--- config.mk ---
export PLATFORM = sky130hd
export DESIGN_NAME = sprot_xfer_mon
export DESIGN_NICKNAME = d
export VERILOG_FILES = /design/src/rtl/sprot_xfer_mon.sv
export SDC_FILE = /design/constraint.sdc
export NUM_CORES = 1
export LEC_CHECK = 0
export ABC_CLOCK_PERIOD_IN_PS = 2780
export CAP_MARGIN = 10
export CORE_MARGIN = 8
export CORE_UTILIZATION = 32
export CTS_CLUSTER_SIZE = 25
export DETAILED_ROUTE_END_ITERATION = 10
export PLACE_DENSITY = 0.58
export SLEW_MARGIN = 10
export SYNTH_ARGS = -nofsm -noshare
export SYNTH_HDL_FRONTEND = slang
export SYNTH_SLANG_ARGS = --single-unit
--- constraint.sdc ---
create_clock -name clk -period 2.78 [get_ports clk]
set_input_delay 0.278 -clock clk [delete_from_list [all_inputs] [get_ports clk]]
set_output_delay 0.278 -clock clk [all_outputs]
set_load 0.1 [all_outputs]
--- src/rtl/sprot_xfer_mon.sv ---
// sprot_xfer_mon: monitors a start -> a -> b handshake, flags protocol
// violations with a code, and counts completed transfers and violations.
// All outputs are registered; the next-state logic decides each cycle whether
// the current sample completes a transfer or breaks the protocol.
module sprot_xfer_mon (
  input  logic       clk,
  input  logic       rst_n,
  input  logic       start,
  input  logic       a,
  input  logic       b,
  input  logic       err_clr,
  output logic       prot_err,
  output logic       xfer_end,
  output logic [1:0] err_code,
  output logic       err_sticky,
  output logic       busy,
  output logic [7:0] xfer_cnt,
  output logic [7:0] err_cnt
);

  typedef enum logic [1:0] {
    IDLE   = 2'd0,
    WAIT_A = 2'd1,
    WAIT_B = 2'd2
  } state_t;

  localparam logic [1:0] CODE_NONE    = 2'b00;
  localparam logic [1:0] CODE_MISS_A  = 2'b01;
  localparam logic [1:0] CODE_MISS_B  = 2'b10;
  localparam logic [1:0] CODE_OVERLAP = 2'b11;

  state_t     state;
  state_t     state_nxt;
  logic       done;
  logic       viol;
  logic [1:0] viol_code;

  // Counters hold at full scale instead of wrapping.
  function automatic logic [7:0] sat_inc(input logic [7:0] v);
    return (v == 8'hFF) ? v : v + 8'd1;
  endfunction

  // State register; reset discards any transfer in flight.
  always_ff @(posedge clk) begin
    if (!rst_n) state <= IDLE;
    else        state <= state_nxt;
  end

  // Next-state decision plus the per-sample completion/violation flags.
  always_comb begin
    state_nxt = state;
    done      = 1'b0;
    viol      = 1'b0;
    viol_code = CODE_NONE;
    case (state)
      IDLE: begin
        if (start) state_nxt = WAIT_A;
      end
      WAIT_A: begin
        if (start) begin
          // A new start restarts the transfer, regardless of a.
          viol      = 1'b1;
          viol_code = CODE_OVERLAP;
          state_nxt = WAIT_A;
        end else if (a) begin
          state_nxt = WAIT_B;
        end else begin
          viol      = 1'b1;
          viol_code = CODE_MISS_A;
          state_nxt = IDLE;
        end
      end
      WAIT_B: begin
        if (b) begin
          done = 1'b1;
        end else begin
          viol      = 1'b1;
          viol_code = CODE_MISS_B;
        end
        // start during WAIT_B is a legal back-to-back request either way.
        state_nxt = start ? WAIT_A : IDLE;
      end
      default: state_nxt = IDLE;
    endcase
  end

  // Registered outputs; a violation outranks a simultaneous err_clr.
  always_ff @(posedge clk) begin
    if (!rst_n) begin
      prot_err   <= 1'b0;
      xfer_end   <= 1'b0;
      err_code   <= CODE_NONE;
      err_sticky <= 1'b0;
      busy       <= 1'b0;
      xfer_cnt   <= 8'd0;
      err_cnt    <= 8'd0;
    end else begin
      prot_err <= viol;
      xfer_end <= done;
      busy     <= (state_nxt != IDLE);
      if (viol) begin
        err_code   <= viol_code;
        err_sticky <= 1'b1;
        err_cnt    <= sat_inc(err_cnt);
      end else if (err_clr) begin
        err_code   <= CODE_NONE;
        err_sticky <= 1'b0;
      end
      if (done) xfer_cnt <= sat_inc(xfer_cnt);
    end
  end

endmodule

# After elaboration in Yosys (flattened, before gate mapping)
# Index checks and enable logic that the tools add are counted.
dict set report word_totals {
  regBits 24
  input_bits 6
  output_inout_bits 22
  word_cells 40
}
dict set report classes {
  n_addsub 2
  eq_ne 4
  mux 19
  n_bitwise 2
  n_reduce_logical 5
}
# cell n
set op_table {}
lappend op_table {{$add A8 B1 Y8 const B} 2}
lappend op_table {{$eq A8 B8 Y1 const B} 2}
lappend op_table {{$mux W2} 7}
lappend op_table {{$mux W1} 9}
lappend op_table {{$pmux W2 S3} 1}
lappend op_table {{$pmux W2 S2} 1}
lappend op_table {{$reduce_and A2 Y1} 2}
lappend op_table {{$reduce_bool A2 Y1} 2}
lappend op_table {{$eq A2 B1 Y1 const B} 1}
lappend op_table {{$eq A2 B2 Y1 const B} 1}
lappend op_table {{$logic_not A2 Y1} 1}
lappend op_table {{$not A1 Y1} 2}
lappend op_table {{$pmux W1 S2} 1}

# Depth between registers and ports, before layout
dict set report depth {
  word_depth 4
  ltp_mapped 7
  mapped_depth_nobuf 6
}

# Worst setup path after synthesis
# OpenSTA, ideal clock, no wires.
dict set report synth_timing {
  path_type {register to register}
  from {register err_cnt[0]}
  to {register err_cnt[5]}
  setup_time_ps 129
  t_arrival_ps 1984
  required_time_ps 2651
  path_slack_ps 667
  path_stages_with_launch 6
  path_buffers 0
  synth_period_minus_slack_ps 2113
  path_cell_list {dfxtp_1 ha_1 nand2_1 nor4_4 nor4_1 mux2i_1}
}
dict set report synth_between {
  elab_chain_len 3
  elab_cells_between_ends 4
  classes_between {add/sub: 1; eq/ne: 1; bitwise: 1; reduce/logical: 1}
}
# item line
set synth_rtl {}
lappend synth_rtl {{start, declared} 18} ;# output logic [7:0] err_cnt
lappend synth_rtl {{start signal, assigned} 104} ;# err_cnt <= sat_inc(err_cnt);
lappend synth_rtl {{parallel branches: the longest is 3 deep, another holds $add A8 B1 Y8} n/a}
# Parallel ways; which one is timed is not known.
# A chain may end at the register's enable or synchronous reset.

# Final worst setup path
dict set report layout_timing {
  from {register state[0]}
  to {register err_cnt[4]}
}
dict set report layout_between {
  elab_chain_len 3
  elab_cells_between_ends 4
  classes_between {eq/ne: 2; mux: 1; reduce/logical: 1}
}
# item line
set layout_rtl {}
lappend layout_rtl {{start, declared} 32} ;# state_t state;
lappend layout_rtl {{start signal, assigned} 46} ;# else state <= state_nxt;
lappend layout_rtl {{$eq A2 B2 Y1 or $eq A2 B1 Y1 (tied branches)} 55} ;# case (state)
lappend layout_rtl {{$pmux W1 S2 (*)} 55}
lappend layout_rtl {{$reduce_and A2 Y1 (no source line) (*)} n/a}
# Mark *: on every way between the ends. The rest lies on a longest branch, timed or not.

==> impl_metrics.toml <==
[timing]
setup_violations = 0
whs_ns = 0.4890
tightest_slew_ns = 0.5709
fin_tns_setup_ns = 0
rsz0062_at_grt = "no"
period_needed_ns = 1.987
finalHoldViolCount = 0
slew_viol_final = 0
min_period_over_period_pct = 71.47
slew_headroom_pct = 61.82
finalClockSkew_ns = 0.006846
max_freq_mhz = 503.3

[critical_path]
endpoint_kind = "flip-flop"
r2r-start = "state[0]"
critPathArrivalTime_ns = 2.23
startpoint_type = "flip-flop"
critPathSlowestCell = "or4_1"
cp_max_fo = 14
cp-startpoint = "state[0]"
worstPathCellList = "inv_1 > ha_1 > and3b_1 > a31oi_2 > or4_1 > a21oi_1"
r2r_cells = 6
worstPathRequired_ns = 3.02
ff2ff_setup_slack_ns = 0.79
crit_path_end = "err_cnt[4]"
r2r_end = "err_cnt[4]"
worstSetupPathType = "flip-flop to flip-flop"
max_stage_delay_ns = 0.57

[cts]
numCtsBuffers = 3
clk_latency_ns = 0.31
cts_buffer_depth = 2
ctsResizeCount = 0
path_clk_slew_ns = 0.14
post_cts_buffers = 0
root_buffer = "clkbuf_4"
cts.hold.buffers_added = 0
cts.sinks = 24
tritoncts = "built"
htree_levels = 1

[detailed_routing]
drt-wirelength-per-cell_um = 12.60
num_vias = 1075
firstDrtPassIters = 4
drt_iter0_drc = 52
viasPerCell = 5.193
ant_nets = 0
wirelength_mm = 2.608
drc = 0

[cells_and_area]
drive_gt1_share_pct = 18.63
nets = 174
n_antenna_cell = 0
area_delta_synth_final_pct = 28.04

[floorplanning]
ios = 28
dieWidth_um = 75.75
die_y_um = 75.75
die_area_mm2 = 0.005738
core_area_mm2 = 0.003390
initial_core_util_pct = 33.70
rows = 21

[power]
vdd_drop_max_uv = 203.7
p_leak_nw = 0.5630
p_per_area_mw_per_mm2 = 477.4

[grt]
grt_pass1_vias = 960
grt_pass1_wl_mm = 4.271
grt_antenna_before_repair = 0
grt_util_all_layers_pct = 9.381
grt_max_degree = 15
grt_overflow = 0

[logic_synthesis]
yosysMostFrequentCell = "dfxtp_1"
synth_fp_nets = 144
synth_seq_area_share_pct = 42.06
synth-compound-area-share_pct = 18.73
synth_top_area_share_pct = 42.06
synth_cells = 132
synth_top_flop_cell = "dfxtp_1"
async_reset_ff_share_pct = 0
avgSynthCellArea_um2 = 8.654
synthXorXnorAreaFrac_pct = 1.533
synth_top_family_by_area = "simple AND/OR/NAND/NOR gates"
synth_simple_gate_area_share_pct = 26.51
synth_mux_area_share_pct = 0.8762
synthAdderAreaFrac_pct = 6.572
synth_area_leaders = "dfxtp_1 (42%), ha_1 (6.6%), a21oi_1 (5.7%), nand2_1 (3.6%), nand3_1 (3.1%)"
yosysTopAreaCell = "dfxtp_1"
synth_edf_count = 0
yosysUniqueCellTypes = 38
yosysWarnings = 0
ys_seq_elements = 24
synth_common_cells = "dfxtp_1 (24), a21oi_1 (13), nand2_1 (11)"
netlist_area_mm2 = 0.001142

[worst_hold_path]
hold_path.class = "flip-flop to flip-flop"

[placement]
place_congestion = 0.7746
dpl.hpwl_mm = 1.963
io_buffers = 27

[run]
cap_violations = 0

[run_status]
status = "finished clean"
==> final cells by class <==
class                           instances  area [um2]
Sequential cell                        24       480.5
Timing Repair Buffer                   28       222.7
Multi-Input combinational cell         97       619.3
Clock inverter                          1       30.03
Clock buffer                            3       22.52
Tap cell                               46       57.56
Fill cell                             345        1927
Inverter                                8       30.03
==> worst min path at each step <==
stage                           from          to  slack [ns]  cells after the start
final                     err_sticky  err_sticky        0.49                      2
after global routing      err_sticky  err_sticky        0.51                      2
after CTS                 err_sticky  err_sticky        0.49                      2
after detailed placement  err_sticky  err_sticky        0.47                      2
after global placement    err_sticky  err_sticky        0.46                      2
after floorplan                start    state[1]        0.37                      1
==> cell usage in the layout, fill, tap and decap left out, drive strengths merged, types with 4 or more instances in the layout <==
| cell type | n |
|---|---|
| a31oi | 4 |
| nand2 | 11 |
| a21oi | 13 |
| nor2 | 9 |
| o21ai | 7 |
| nand2b | 5 |
| ha | 6 |
| nor3 | 5 |
| buf | 23 |
| dfxtp | 24 |
| clkdlybuf4s50 | 5 |
| nand3 | 7 |
| inv | 7 |
==> metal layers <==
metal | global-route usage, % | part of all wire, % | vias up
met2 | 15.21 | 44 | 27
met1 | 11.31 | 47 | 503
met5 | 0 | 0 | -
li1 | - | - | 543
met4 | 3.198 | 0.88 | 0
met3 | 3.026 | 7.7 | 2
==> cells by family (layout without fill, tap and decap cells) <==
family                   Yosys count  after routing
AO/OA/AOI/OAI                     34             34
XOR/XNOR                           2              2
adder cells (fa/ha/maj)            6              6
buffers and inverters             11             40
flip-flops                        24             24
multiplexers                       1              1
AND/OR/NAND/NOR                   54             54
==> state kept, by name (all words and copies together) (netlist names) <==
| signal | flops |
|---|---|
| xfer_end | 1 |
| xfer_cnt | 8 |
| err_cnt | 8 |
| err_sticky | 1 |
| busy | 1 |
| err_code | 2 |
| prot_err | 1 |
| state | 2 |
==> power breakdown <==
group	leakage (nW)	internal, mW	switching (mW)	total, mW
clock network	0.0279	0.146	0.110	0.256
registers	0.194	0.351	0.00448	0.355
logic	0.341	0.0256	0.0617	0.0872
==> stage by stage <==
step | power (mW) | util (%) | std cells | setup WS [ns] | instance area, um2
finish | 0.6983 | 43.15 | 207 | 0.7931 | 1463
global route | 0.7287 | 43.15 | 207 | 0.6709 | 1463
CTS | 0.7059 | 43.15 | 207 | 0.7949 | 1463
detailed placement | 0.4501 | 41.60 | 203 | 0.7437 | 1410
global placement | 0.4483 | 41.60 | 203 | 0.7949 | 1410
floorplan | 0.4257 | - | 132 | 0.6665 | 1142
==> worst max-delay path: cells and delay by family, from the launching register on <==
| kind | cells | cell delay, ns |
|---|---|---|
| fa+ha+maj | 1 | 0.35 |
| flops | 1 | 0.41 |
| buf+inv | 1 | 0.08 |
| compound gates | 2 | 0.28 |
| simple gates | 2 | 0.79 |
(Power assumes the default switching activity.)
